`src/rtl/apb_req_arbiter.sv`:
```
`default_nettype none
// +----------------------------------------------------------------------------+
// | apb_req_arbiter: round-robin sharing of one APB master between requesters, |
// | with SETUP/ACCESS sequencing and an ACCESS timeout.   Rev 1.0              |
// +----------------------------------------------------------------------------+
module apb_req_arbiter #(
   parameter int NB_REQ         = 4,
   parameter int APB_ADDR_WIDTH = 32,
   parameter int APB_DATA_WIDTH = 32,
   parameter int TIMEOUT_CYCLES = 255
) (
   input  logic                               clk_i,
   input  logic                               rst_i,
   input  logic [NB_REQ-1:0]                  req_i,
   input  logic [NB_REQ-1:0]                  we_i,
   input  logic [NB_REQ*APB_ADDR_WIDTH-1:0]   addr_i,
   input  logic [NB_REQ*APB_DATA_WIDTH-1:0]   wdata_i,
   output logic [NB_REQ-1:0]                  gnt_o,
   output logic [NB_REQ-1:0]                  rvalid_o,
   output logic [APB_DATA_WIDTH-1:0]          rdata_o,
   output logic                               err_o,
   output logic                               psel_o,
   output logic                               penable_o,
   output logic                               pwrite_o,
   output logic [APB_ADDR_WIDTH-1:0]          paddr_o,
   output logic [APB_DATA_WIDTH-1:0]          pwdata_o,
   input  logic [APB_DATA_WIDTH-1:0]          prdata_i,
   input  logic                               pready_i,
   input  logic                               pslverr_i
);

   localparam int              IW             = (NB_REQ > 1) ? $clog2(NB_REQ) : 1;
   localparam logic [IW-1:0]   c_last_rst     = IW'(NB_REQ - 1);
   localparam logic [15:0]     c_timeout_last = 16'(TIMEOUT_CYCLES - 1);

   typedef enum logic [1:0] {
      IDLE   = 2'd0,
      SETUP  = 2'd1,
      ACCESS = 2'd2
   } state_t;

   state_t        r_state;
   state_t        w_next;
   logic [IW-1:0] r_owner;
   logic [IW-1:0] r_last;
   logic [15:0]   r_cnt;
   logic [IW-1:0] w_cand;
   logic [IW-1:0] w_win;
   logic          w_any;
   logic          w_done;
   logic          w_timeout;

   // Walk candidates from farthest to nearest so the nearest requester after
   // the previous winner is the last assignment and therefore wins.
   always_comb begin
      w_any  = 1'b0;
      w_win  = '0;
      w_cand = '0;
      for (int i = NB_REQ; i >= 1; i--) begin
         w_cand = IW'((32'(r_last) + 32'(i)) % 32'(NB_REQ));
         if (req_i[w_cand]) begin
            w_any = 1'b1;
            w_win = w_cand;
         end
      end
   end

   always_ff @(posedge clk_i) begin
      if (rst_i) begin
         r_state <= IDLE;
      end else begin
         r_state <= w_next;
      end
   end

   always_comb begin
      w_next    = r_state;
      w_done    = 1'b0;
      w_timeout = 1'b0;
      psel_o    = 1'b0;
      penable_o = 1'b0;
      gnt_o     = '0;
      case (r_state)
         IDLE: begin
            if (w_any) begin
               w_next = SETUP;
            end
         end
         SETUP: begin
            psel_o         = 1'b1;
            gnt_o[r_owner] = 1'b1;
            w_next         = ACCESS;
         end
         ACCESS: begin
            psel_o    = 1'b1;
            penable_o = 1'b1;
            // A ready slave takes precedence over an expiring timeout.
            if (pready_i) begin
               w_done = 1'b1;
               w_next = IDLE;
            end else if ((TIMEOUT_CYCLES != 0) && (r_cnt == c_timeout_last)) begin
               w_done    = 1'b1;
               w_timeout = 1'b1;
               w_next    = IDLE;
            end
         end
         default: begin
            w_next = IDLE;
         end
      endcase
   end

   always_ff @(posedge clk_i) begin
      if (rst_i) begin
         r_owner  <= '0;
         r_last   <= c_last_rst;
         r_cnt    <= '0;
         pwrite_o <= 1'b0;
         paddr_o  <= '0;
         pwdata_o <= '0;
         rdata_o  <= '0;
         err_o    <= 1'b0;
         rvalid_o <= '0;
      end else begin
         rvalid_o <= '0;
         case (r_state)
            IDLE: begin
               if (w_any) begin
                  r_owner  <= w_win;
                  r_last   <= w_win;
                  pwrite_o <= we_i[w_win];
                  paddr_o  <= addr_i[w_win*APB_ADDR_WIDTH +: APB_ADDR_WIDTH];
                  pwdata_o <= wdata_i[w_win*APB_DATA_WIDTH +: APB_DATA_WIDTH];
               end
            end
            SETUP: begin
               r_cnt <= '0;
            end
            ACCESS: begin
               if (w_done) begin
                  rvalid_o[r_owner] <= 1'b1;
                  rdata_o           <= w_timeout ? '0 : prdata_i;
                  err_o             <= w_timeout | pslverr_i;
               end else begin
                  r_cnt <= r_cnt + 16'd1;
               end
            end
            default: begin
            end
         endcase
      end
   end

endmodule
`default_nettype wire

```
`config.mk`:
```
export PLATFORM = sky130hd
export DESIGN_NAME = apb_req_arbiter
export DESIGN_NICKNAME = d
export VERILOG_FILES = /design/src/rtl/apb_req_arbiter.sv
export SDC_FILE = /design/constraint.sdc
export NUM_CORES = 1
export LEC_CHECK = 0
export ABC_AREA = 1
export CAP_MARGIN = 20
export CORE_MARGIN = 4
export CORE_UTILIZATION = 30
export DETAILED_ROUTE_END_ITERATION = 7
export GPL_TIMING_DRIVEN = 1
export PLACE_DENSITY = 0.67
export SYNTH_ARGS = -nofsm -noshare
export SYNTH_HDL_FRONTEND = slang
export SYNTH_SLANG_ARGS = --single-unit
export TNS_END_PERCENT = 10
```
`constraint.sdc`:
```
create_clock -name clk_i -period 3.7 [get_ports clk_i]
set_clock_uncertainty 0.2 [all_clocks]
set_input_delay 0.555 -clock clk_i [delete_from_list [all_inputs] [get_ports clk_i]]
set_output_delay 0.555 -clock clk_i [all_outputs]
set_load 0.005 [all_outputs]
```
# After elaboration in Yosys (flattened, before gate mapping)
# Cells that the tools add are included.
# op_classes
n_bitwise	3
mux	35
n_shift	2
add_sub_neg	5
n_reduce_logical	9
eq_ne	6
magnitude_cmp	7
# ops
cell	count
128-bit by 8-bit indexed part select with 32-bit output	2
32-bit 2-to-1 mux	1
16-bit one-hot mux with 2 select lines	1
2-bit by 3-bit less-than comparator with 1-bit output (second input constant)	6
1-bit 2-to-1 mux	17
16-bit by 1-bit adder with 16-bit output (second input constant)	1
16-bit by 8-bit equality test with 1-bit output (second input constant)	1
16-bit 2-to-1 mux	1
2-bit 2-to-1 mux	7
1-bit binary-select mux with 2-bit select	5
2-bit AND reduction	4
2-bit one-hot mux with 3 select lines	1
2-bit by 1-bit adder with 2-bit output (second input constant)	2
2-bit adder (second input constant)	2
4-bit 2-to-1 mux	1
2-bit inequality test (second input constant)	2
3-bit inequality test (second input constant)	1
3-bit OR reduction	1
1-bit demux with 2-bit select	1
2-bit by 1-bit equality test with 1-bit output (second input constant)	1
2-bit equality test (second input constant)	1
2-bit by 1-bit greater-or-equal comparator with 1-bit output (second input constant)	1
2-bit logical NOT	1
1-bit NOT	2
4 further kinds	4
# totals
word_cells	77
out_inout_bits	108
ff_bits	124

# Logic depth before layout (Yosys ltp)
# Gate-level depths: netlist (run 1).
# depth
depth_word	9
depth_mapped	16
depth_no_buf	13

# Least setup slack after synthesis (run 1)
# OpenSTA, ideal clock, no wires.
# synth_path
path_kind	input-to-reg
startpoint	input req_i[3]
endpoint	register paddr_o[10]
setup_ns	0.119
setup_slack_ns	1.754
path_buffers	2
required_time_ns	3.381
t_arrival_ns	1.626
stages	13
path_cell_list	inv_1 -> o21ai_1 -> nand2_1 -> nand2_2 -> nand2_4 -> nand2_2 -> nand2_1 -> buf_4 -> buf_4 -> nand3_1 -> nand3_1 -> nand2_1 -> a21oi_1
# synth_between
elab_chain_len	7
elab_cells_between_ends	18
# synth_lines
element	line_no	text
start, declared	14	input logic [NB_REQ-1:0] req_i,
1-bit binary-select mux with 2-bit select	61	if (req_i[w_cand]) begin
1-bit 2-to-1 mux (implied by the code)	61	
2-bit 2-to-1 mux or 1-bit 2-to-1 mux (tied branches) (4 in series)	61	
128-bit by 8-bit indexed part select with 32-bit output or 2-bit AND reduction (tied branches)	--	
end signal, assigned	132	paddr_o <= addr_i[w_win*APB_ADDR_WIDTH +: APB_ADDR_WIDTH];
end, declared	25	output logic [APB_ADDR_WIDTH-1:0] paddr_o,
# Parallel ways exist; a longest one is shown, timed or not. The select of a mux whose other input is x is not followed.
# A chain may end at the register's enable or synchronous reset.

# Worst setup path after layout (run 1)
# layout_path
startpoint	register r_last[0]
endpoint	register pwdata_o[9]
# layout_between
elab_chain_len	8
elab_cells_between_ends	22
# layout_lines
element	line_no	text
start, declared	45	logic [IW-1:0] r_last;
start signal, assigned	116	r_last <= c_last_rst;
start signal, assigned	130	r_last <= w_win;
2-bit by 1-bit adder with 2-bit output	60	w_cand = IW'((32'(r_last) + 32'(i)) % 32'(NB_REQ));
1-bit binary-select mux with 2-bit select	61	
1-bit 2-to-1 mux (implied by the code)	61	
2-bit 2-to-1 mux or 1-bit 2-to-1 mux (tied branches) (4 in series)	61	
128-bit by 8-bit indexed part select with 32-bit output or 2-bit AND reduction (tied branches)	--	
end signal, assigned	133	pwdata_o <= wdata_i[w_win*APB_DATA_WIDTH +: APB_DATA_WIDTH];
end, declared	26	output logic [APB_DATA_WIDTH-1:0] pwdata_o,
# Parallel ways exist; a longest one is shown, timed or not. The select of a mux whose other input is x is not followed.

==> results of run 1 <==
[final cells by class]
class,count,area [µm²],share of cell area (%)
Antenna cell,1,2.502,0.02079
Sequential cell,124,2482,20.63
Timing Repair Buffer,423,4294,35.68
Multi-Input combinational cell,866,4080,33.90
Inverter,39,150.1,1.248
Clock inverter,15,201.4,1.674
Tap cell,319,399.1,3.316
Clock buffer,17,425.4,3.535
[Yosys cell counts (all sizes together)]
master / count / share of area (%)
nand3: 341 / 24
nand2: 273 / 15
dfxtp: 124 / 34
a21oi: 116 / 8.0
o21ai: 76 / 5.3
buf: 66 / 5.7
inv: 38 / 2.0
clkbuf: 33 / 1.7
nor2: 27 / 1.4
nor3: 13 / 0.90
ha: 5 / 0.86
nand4: 4 / 0.35
xnor2: 4 / 0.48
nor4: 2 / 0.17
o211ai: 2 / 0.21
clkinv: 1 / 0.052
o21bai: 1 / 0.10
o31ai: 1 / 0.10
or2: 1 / 0.086
[worst max-delay path: stages (launching register included)]
cell      delay [ns]
dfxtp_1         0.61
inv_4           0.10
nand2_1         0.08
nand2_1         0.07
nand2_1         0.11
nand2_2         0.10
o21bai_1        0.13
nand2_1         0.08
nand2_2         0.07
buf_4           0.58
nand3_1         0.16
nand2_1         0.11
a21oi_1         0.06
[logic make-up (layout without fill, tap and decap cells)]
group / count (synthesis) / in the layout
other cells: 0 / 1
xor+xnor: 4 / 4
simple gates: 661 / 661
fa+ha+maj: 5 / 5
buf+inv: 138 / 494
compound gates: 196 / 196
flops: 124 / 124
[layer usage]
metal | GRT usage (%) | wire, µm
met1 | 26.95 | 12220
met2 | 39.06 | 15560
met3 | 7.772 | 3108
met4 | 7.892 | 888
met5 | 0 | 13
[state kept, by name, indices dropped and copies added, names as in the netlist]
register / cells
r_owner: 2
r_last: 2
pwrite_o: 1
err_o: 1
r_cnt: 16
paddr_o: 32
pwdata_o: 32
r_state: 2
rvalid_o: 4
rdata_o: 32
[power groups by stage]
| stage | registers (mW) | clock network, mW | logic [mW] |
|---|---|---|---|
| after global routing | 1.97 | 1.91 | 7.21 |
| after detailed placement | 1.93 | 0 | 6.52 |
| after floorplan | 1.94 | 0 | 4.35 |
| after global placement | 1.93 | 0 | 6.45 |
| final | 1.92 | 1.80 | 6.48 |
| after CTS | 1.92 | 1.84 | 6.54 |
[through the flow]
step	hold WS, ns	std cells	worst slack, ns	utilization (%)	cell area, µm²
after floorplan	0.2483	1128	1.754	-	7241
after global placement	0.2477	1771	0.7342	48.30	11410
after detailed placement	0.2517	1771	0.6850	48.30	11410
after CTS	0.2609	1803	1.039	50.96	12030
after global routing	0.2828	1804	0.8121	50.97	12040
final	0.2608	1804	1.039	50.97	12040
[path summary, 6_finish.rpt]
path	startpoint	endpoint	cells after the start
worst min-delay path	rdata_o[31]	rdata_o[31]	2
worst max register to register	r_last[0]	pwdata_o[9]	12
worst max-delay path	r_last[0]	pwdata_o[9]	12
worst min register to register	rdata_o[31]	rdata_o[31]	2
==> summary.txt, run 1 <==
Power
  – Pwr dens: 847.5 nW/µm²
  – Switching part of the total power: 47.94%
  – Leak: 4.804 nW
  – Clock share of power: 17.7%
  – Pint: 5.310 mW
  – Combinational group share of total power: 63.5%
  – Net Sw Power: 4.890 mW
  – Seq pwr share: 18.8%
  – Total power: 10.20 mW
  – Worst VDD drop: 0.0006207 V

CTS
  – Worst-Skew Late Latency: 0.42 ns
  – Num CTS Buffers: 17
  – Clock sink count: 124
  – CTS Hold Bufs: 0
  – Post-cts sizing count: 0
  – Reg clk slew, reported paths: 0.06 ns
  – H-tree levels: 4
  – CTS Root Cell: clkbuf_16
  – CTS tree: built
  – Longest Clk Path Bufs: 2
  – Post-CTS Setup Bufs: 0

Synth
  – Post-Syn Area: 7241 µm²
  – Synth unique cells: 28
  – Synth Register Bits: 124
  – Post-synthesis simple-gate area fraction: 41.21%
  – Complex-gate fraction of the synthesized area: 13.69%
  – Synth Net Count: 1,433
  – Mux cell area share after synthesis: 0%
  – Synth Area in XOR/XNOR: 0.4838%
  – Post-Syn Instances: 1,128
  – Ys Warns: 0
  – Largest family of logic cells by synthesized area: simple AND/OR/NAND/NOR gates
  – Sequential-to-total area share from yosys stat: 34.28%
  – Mean area per synthesized cell: 6.419 µm²
  – Adder-cell share of the synthesized area: 0.8640%

Final layout
  – Post-layout net count: 1,776
  – Number of fill cells in the layout: 2,360
  – Area delta synth->final: 66.22%
  – Commonest non-fill, non-tap cell in the layout: clkdlybuf4s50_1
  – Commonest cells after routing, fill and taps aside: clkdlybuf4s50_1, nand3_1, nand2_1, dfxtp_1, a21oi_1
  – Share of layout cells above drive strength 1: 4.380%

GRT
  – GRT overflow: 0
  – First-pass GRT wire length: 48,660 µm
  – Total GRT Usage: 22.92%
  – Number of global-route vias before repair: 8,893
  – Initial antenna violation count: 2
  – Largest net degree at the start of global routing: 105

STA
  – Fin. Hold Viols: 0
  – Final cycle utilization of the critical path: 71.91%
  – F_max: 375.9 MHz
  – Setup violators final: 0
  – Fin crit period: 2.661 ns
  – Slew Limit Fails: 0
  – RSZ-0062 raised after global routing: no
  – Actual slew at the worst max-slew pin: 0.9822 ns
  – Setup Total Neg Slack: 0 ns
  – Relative slew slack: 34.45%

Status
  – Status: completed

Worst setup path
  – Req. time, crit path: 3.80 ns
  – Crit Path Max Fanout: 65
  – CP endpoint kind: register
  – Critical path startpoint category: register
  – Internal reg-to-reg setup slack: 1.04 ns
  – Setup CP Type: register to register
  – WP data arrival: 2.76 ns

Drt
  – Post-route DRC violation count: 0
  – 1st-pass router iterations: 6
  – DR iter-0 viols: 583
  – Via density per instance: 5.106
  – Wirelength, routed: 31,790 µm
  – WL/cell: 17.62 µm
  – Final ANT Viol Nets: 0
  – Via count: 9,212

Floorplan
  – Die Footprint: 26,680 µm²
  – Io pins: 408
  – Row cnt: 56
  – Die X: 163.4 µm
  – Initial Utilization: 30.66%
  – Die height: 163.4 µm
  – Core Area: 23,610 µm²

Hold path
  – Worst Hold Class: register to register

Placement
  – IO buf count: 407
  – HPWL after DPL: 22,890 µm
  – Routability cong.: 0.8186

Run
  – Max-cap violations: 0
Note: power is estimated with default switching activity, not from simulation.
==> inputs of run 2 (changes only) <==
--- a/config.mk
+++ b/config.mk
@@ -11,7 +11,7 @@
 export CORE_UTILIZATION = 30
 export DETAILED_ROUTE_END_ITERATION = 7
 export GPL_TIMING_DRIVEN = 1
-export PLACE_DENSITY = 0.67
+export PLACE_DENSITY = 0.7
 export SYNTH_ARGS = -nofsm -noshare
 export SYNTH_HDL_FRONTEND = slang
 export SYNTH_SLANG_ARGS = --single-unit
==> constraint.sdc (replaced) <==
create_clock -name clk_i -period 2.27 [get_ports clk_i]
set_clock_uncertainty 0.2 [all_clocks]
set_input_delay 0.3405 -clock clk_i [delete_from_list [all_inputs] [get_ports clk_i]]
set_output_delay 0.3405 -clock clk_i [all_outputs]
set_load 0.005 [all_outputs]
==> summary.txt, run 2 (synthesis gave the netlist of run 1 again) <==
Status
  – Status: completed

Drt
  – Final ANT Viol Nets: 0 (unchanged)
  – DR iter-0 viols: 767 (+32%)
  – Via density per instance: 5.063 (-0.86%)
  – WL/cell: 17.44 µm (-1.1%)
  – Wirelength, routed: 32,000 µm (+0.64%)
  – Post-route DRC violation count: 0 (unchanged)
  – 1st-pass router iterations: 5 (-1)
  – Via count: 9,290 (+0.85%)

GRT
  – Total GRT Usage: 22.83% (-0.087 points)
  – Number of global-route vias before repair: 9,060 (+1.9%)
  – First-pass GRT wire length: 48,410 µm (-0.51%)
  – Initial antenna violation count: 2 (unchanged)
  – GRT overflow: 0 (unchanged)
  – Largest net degree at the start of global routing: 74 (-30%)

STA
  – Actual slew at the worst max-slew pin: 0.4015 ns (-0.5807 ns)
  – Hold_ws: 0.2601 ns (-0.0007120 ns)
  – Slew Limit Fails: 0 (unchanged)
  – Fin. Hold Viols: 0 (unchanged)
  – Setup violators final: 0 (unchanged)
  – F_max: 458.6 MHz
  – Relative slew slack: 73.03% (+39 points)
  – Fin crit period: 2.181 ns
  – Final cycle utilization of the critical path: 96.07%

Run
  – Max-cap violations: 0 (unchanged)

Final layout
  – Storage cell area: 2489 µm² (+0.25%)
  – Commonest cells after routing, fill and taps aside: clkdlybuf4s50_1, nand3_1, nand2_1, dfxtp_1, a21oi_1
  – Fin area: 12,480 µm² (+3.7%)
  – Share of layout cells above drive strength 1: 6.997% (+2.6 points)
  – Area delta synth->final: 72.30%
  – Area of the multi-input gates: 4130 µm² (+1.2%)
  – Biggest regs: paddr_o: 32 flops, pwdata_o: 32 flops, rdata_o: 32 flops
  – Post-layout net count: 1,807 (+1.7%)
  – Commonest non-fill, non-tap cell in the layout: clkdlybuf4s50_1
  – Number of fill cells in the layout: 2,292 (-2.9%)

Worst setup path
  – WP data arrival: 1.64 ns (-1.12 ns)
  – Setup CP Type: register to output port
  – Critical path startpoint category: register
  – Req. time, crit path: 1.73 ns (-2.07 ns)
  – Crit Path Max Fanout: 6 (-91%)
  – CP endpoint kind: output port

CTS
  – H-tree levels: 4 (unchanged)
  – CTS Root Cell: clkbuf_16
  – Longest Clk Path Bufs: 2 (unchanged)
  – CTS tree: built
  – Worst-Skew Late Latency: 0.42 ns (about the same)
  – Reg clk slew, reported paths: 0.05 ns (about the same)
  – Num CTS Buffers: 17 (unchanged)
  – Clock sink count: 124 (unchanged)
  – CTS Hold Bufs: 0 (unchanged)

Power
  – Worst VDD drop: 0.001028 V (+66%)
  – Leak: 5.039 nW (+4.9%)
  – Pwr dens: 1435 nW/µm² (+69%)

Floorplan
  – Initial Utilization: 30.66% (unchanged)
  – Die Footprint: 26,680 µm² (unchanged)
  – Io pins: 408 (unchanged)
  – Die X: 163.4 µm (unchanged)
  – Core Area: 23,610 µm² (unchanged)
  – Die height: 163.4 µm (unchanged)
  – Row cnt: 56 (unchanged)

Placement
  – HPWL after DPL: 23,500 µm (+2.7%)
  – Routability cong.: 0.9023 (+10%)
  – IO buf count: 407 (unchanged)
  – Placed inst area: 11,720 µm² (+2.8%)

Hold path
  – Worst Hold Class: register to register
## run 2: cell count changes in the layout (fill, tap and decap cells not counted), moves of 3 or more
cell / delta
buf_4: +18
o21ai_0: -11
o21ai_1: +10
buf_12: +7
clkdlybuf4s50_1: -5
dlygate4sd2_1: +4
buf_16: +3
buf_6: +3
dfxtp_1: -3
inv_6: -3
inv_8: -3
## run 2: final timing paths
| kind | from | endpoint | slack, ns | cells past startpoint |
|---|---|---|---|---|
| worst max-delay path | r_state[0] | penable_o | 0.09 | 3 |
| worst min-delay path | rdata_o[10] | rdata_o[10] | 0.26 | 2 |
| worst max register to register | r_last[0] | pwdata_o[21] | 0.12 | 12 |
| worst min register to register | rdata_o[10] | rdata_o[10] | 0.26 | 2 |
## run 2: per-layer routing
metal / GRT usage, % / wire [µm] / vias up
met5: 0 / 13 / -
met2: 39.45 / 15590 / 407
met4: 7.968 / 989 / 2
li1: - / - / 4590
met1: 27.08 / 12750 / 4236
met3: 6.561 / 2651 / 55
## run 2: critical path, cell delays in order (launching register included)
cell	delay [ns]
dfxtp_2	0.33
inv_1	0.08
ha_2	0.26
clkdlybuf4s50_1	0.56
## run 2: report_power, final
part / switching [mW] / internal, mW / leakage (nW)
clock network: 1.07 / 1.85 / 0.298
registers: 0.339 / 2.81 / 1.02
logic: 6.80 / 5.04 / 3.72
total: 8.21 / 9.70 / 5.04
## run 2: repair_timing
action | in CTS | in global routing
gates cloned | 1 | 0
gates resized for setup | 7 | 31
buffers inserted | 0 | 1
setup endpoints to repair | 65 | 72
hold endpoints to repair | 0 | 0
pin swaps | 0 | 1
## run 2: through the flow
step | instances | TNS, ns | power [mW] | setup slack, ns | utilization, %
finish | 1835 | 0 | 17.91 | 0.08930 | 52.83
detailed placement | 1800 | -20.82 | 14.62 | -0.3784 | 49.65
global route | 1835 | -0.01483 | 19.34 | -0.004389 | 52.83
global placement | 1800 | -14.50 | 14.47 | -0.2799 | 49.65
floorplan | 1128 | 0 | 10.25 | 0.3747 | -
CTS | 1833 | 0 | 17.80 | 0.01443 | 52.45
## run 2: cell type report
type | count | share of cell area [%]
Multi-Input combinational cell | 866 | 33.11
Sequential cell | 124 | 19.95
Tap cell | 319 | 3.199
Timing Repair Buffer | 454 | 37.54
Clock buffer | 19 | 3.470
Inverter | 39 | 1.203
Antenna cell | 1 | 0.02006
Clock inverter | 13 | 1.514
==> inputs of run 3 (changes only) <==
--- a/config.mk
+++ b/config.mk
@@ -7,11 +7,11 @@
 export LEC_CHECK = 0
 export ABC_AREA = 1
 export CAP_MARGIN = 20
-export CORE_MARGIN = 4
-export CORE_UTILIZATION = 30
+export CORE_AREA = 4 4 158 160
 export DETAILED_ROUTE_END_ITERATION = 7
+export DIE_AREA = 0 0 162 164
 export GPL_TIMING_DRIVEN = 1
-export PLACE_DENSITY = 0.7
+export PLACE_DENSITY = 0.71
 export SYNTH_ARGS = -nofsm -noshare
 export SYNTH_HDL_FRONTEND = slang
 export SYNTH_SLANG_ARGS = --single-unit
==> summary.txt, run 3 (synthesis gave the netlist of run 1 again) <==
Status
  – Status: completed

Worst setup path
  – Cell family with most CP delay: buffers and inverters
  – Critical-path cell list: inv_1 -> ha_2 -> clkdlybuf4s50_1
  – Crit-path slowest cell: clkdlybuf4s50_1
  – Crit Path Max Fanout: 6 (unchanged)
  – Req. time, crit path: 1.73 ns (about the same)
  – Internal reg-to-reg setup slack: 0.15 ns (+0.03 ns)
  – CP peak stage delay: 0.54 ns (-0.02 ns)
  – Setup CP Type: register to output port
  – Critical path startpoint category: register
  – WP data arrival: 1.64 ns (about the same)
  – Worst R2R Start: r_last[0]
  – Cells on worst reg2reg path: 12 (unchanged)
  – CP endpoint kind: output port
  – Buf/Inv on CP: 2 (unchanged)
  – Reg2reg end: pwdata_o[31]

Power
  – Clock share of power: 17.0% (+0.7 points)
  – Leak: 5.024 nW (-0.31%)
  – Switching part of the total power: 45.90% (about the same)
  – Pint: 9.543 mW (-1.6%)
  – Seq pwr share: 17.9% (+0.3 points)
  – Pwr dens: 1418 nW/µm² (-1.2%)
  – Combinational group share of total power: 65.1% (-1.0 points)
  – Net Sw Power: 8.097 mW (-1.4%)
  – Worst VDD drop: 0.001157 V (+13%)
  – Total power: 17.64 mW (-1.5%)

Placement
  – HPWL after DPL: 23,500 µm (about the same)
  – IO buf count: 407 (unchanged)
  – DP Cell Count: 1,798 (-0.11%)
  – Setup WS pre-CTS: -0.2855 ns (+0.09294 ns)
  – Routability cong.: 0.9461 (+4.9%)

Run
  – Max-cap violations: 0 (unchanged)

GRT
  – Largest net degree at the start of global routing: 77 (+4.1%)
  – First-pass GRT wire length: 48,190 µm (-0.46%)
  – Number of global-route vias before repair: 9,033 (-0.30%)
  – GRT overflow: 0 (unchanged)
  – Initial antenna violation count: 1 (-1)
  – Total GRT Usage: 22.83% (about the same)

STA
  – RSZ-0062 raised after global routing: no
  – Relative slew slack: 67.26% (-5.8 points)
  – Hold_ws: 0.2605 ns (+0.0003350 ns)
  – Fin crit period: 2.181 ns (+0.0001671 ns)
  – Fin. Hold Viols: 0 (unchanged)
  – Final WS setup: 0.08914 ns (-0.0001671 ns)
  – Setup violators final: 0 (unchanged)
  – Final cycle utilization of the critical path: 96.07% (about the same)
  – Slew Limit Fails: 0 (unchanged)
  – F_max: 458.5 MHz (about the same)
  – Actual slew at the worst max-slew pin: 0.4873 ns (+0.08584 ns)

Final layout
  – Area delta synth->final: 71.85%
  – Final cell count without fillers: 1,833 (-0.11%)
  – Share of layout cells above drive strength 1: 7.072% (+0.075 points)
  – Number of fill cells in the layout: 2,319 (+1.2%)
  – Biggest regs: paddr_o: 32 flops, pwdata_o: 32 flops, rdata_o: 32 flops
  – Storage cell area: 2490 µm² (about the same)
  – Commonest non-fill, non-tap cell in the layout: clkdlybuf4s50_1
  – Post-layout net count: 1,805 (-0.11%)
  – Commonest cells after routing, fill and taps aside: clkdlybuf4s50_1, nand3_1, nand2_1, dfxtp_1, a21oi_1
  – Area of the multi-input gates: 4120 µm² (-0.24%)

Drt
  – DR iter-0 viols: 682 (-11%)
  – Via density per instance: 5.129 (+1.3%)
  – Post-route DRC violation count: 0 (unchanged)
  – Wirelength, routed: 31,570 µm (-1.3%)
  – Via count: 9,402 (+1.2%)
  – WL/cell: 17.22 µm (-1.2%)
  – 1st-pass router iterations: 5 (unchanged)
  – Final ANT Viol Nets: 0 (unchanged)

Floorplan
  – Io pins: 408 (unchanged)
  – Core Area: 23,400 µm² (-0.89%)
  – Die X: 162 µm (-0.83%)
  – Die Footprint: 26,570 µm² (-0.44%)
  – Row cnt: 56 (unchanged)
  – Initial Utilization: 30.94% (+0.28 points)
  – Die height: 164 µm (+0.39%)

CTS
  – CTS tree: built
  – Longest Clk Path Bufs: 2 (unchanged)
  – H-tree levels: 4 (unchanged)
  – Reg clk slew, reported paths: 0.06 ns (about the same)
  – Num CTS Buffers: 17 (unchanged)
  – Worst-Skew Late Latency: 0.42 ns (about the same)
  – Clock sink count: 124 (unchanged)
  – CTS Root Cell: clkbuf_16

Hold path
  – Hold-critical path endpoint: rdata_o[25]
  – Min-Delay Startpoint: rdata_o[25]
  – Hold Path Depth: 2 (unchanged)
  – Worst Hold Class: register to register
==> run 3: area by class of cell <==
type	count	area share (%)
Timing Repair Buffer	452	37.32
Clock inverter	15	1.709
Antenna cell	1	0.02011
Clock buffer	17	3.419
Tap cell	319	3.208
Sequential cell	124	20.01
Multi-Input combinational cell	866	33.11
Inverter	39	1.207
==> run 3: repair_timing <==
item                                    CTS  global route
resized for setup                        10            11
buffers inserted                          0             2
hold buffers                              0             0
endpoints found under the setup margin    4            78
pin swaps                                 1             0
==> run 3: worst max path at each step <==
stage | from | endpoint | slack (ns) | cells past startpoint
floorplan | r_cnt[0] | r_cnt[11] | 0.37 | 10
global placement | req_i[3] | pwdata_o[22] | -0.25 | 14
detailed placement | req_i[1] | pwdata_o[24] | -0.29 | 15
CTS | r_state[1] | gnt_o[0] | -0.03 | 5
global route | r_last[0] | pwdata_o[4] | 0.0004 | 14
finish | r_state[0] | penable_o | 0.09 | 3
==> run 3: worst reg2reg max path, delay by kind of cell (launching register included) <==
kind	cells	cell delay, ns
DFF	1	0.41
and+or+nand+nor	7	0.66
AOI/OAI and AO/OA	2	0.35
buffers and inverters	3	0.36
==> run 3: power groups by stage <==
stage                     combinational, mW  sequential (mW)  clock [mW]
after floorplan                        7.09             3.16           0
after global placement                 11.3             3.16           0
after detailed placement               11.4             3.16           0
after CTS                              11.4             3.14        3.08
after global routing                   12.8             3.22        3.17
final                                  11.5             3.15        3.00
==> run 3: metrics by stage <==
stage / util (%) / instance area [µm²] / setup TNS, ns
3_3_place_gp: 50.14 / 11730 / -12.53
5_1_grt: 53.17 / 12440 / 0
6_report: 53.17 / 12440 / 0
4_1_cts: 52.97 / 12400 / -0.07272
2_1_floorplan: - / 7241 / 0
3_5_place_dp: 50.14 / 11730 / -15.79
==> run 3: routing by layer <==
metal	track usage, %	routed length, µm	part of all wire [%]
met4	10.03	1257	4.0
met1	26.83	12230	39
met5	0	0	0
met2	38.66	15370	49
met3	6.851	2710	8.6
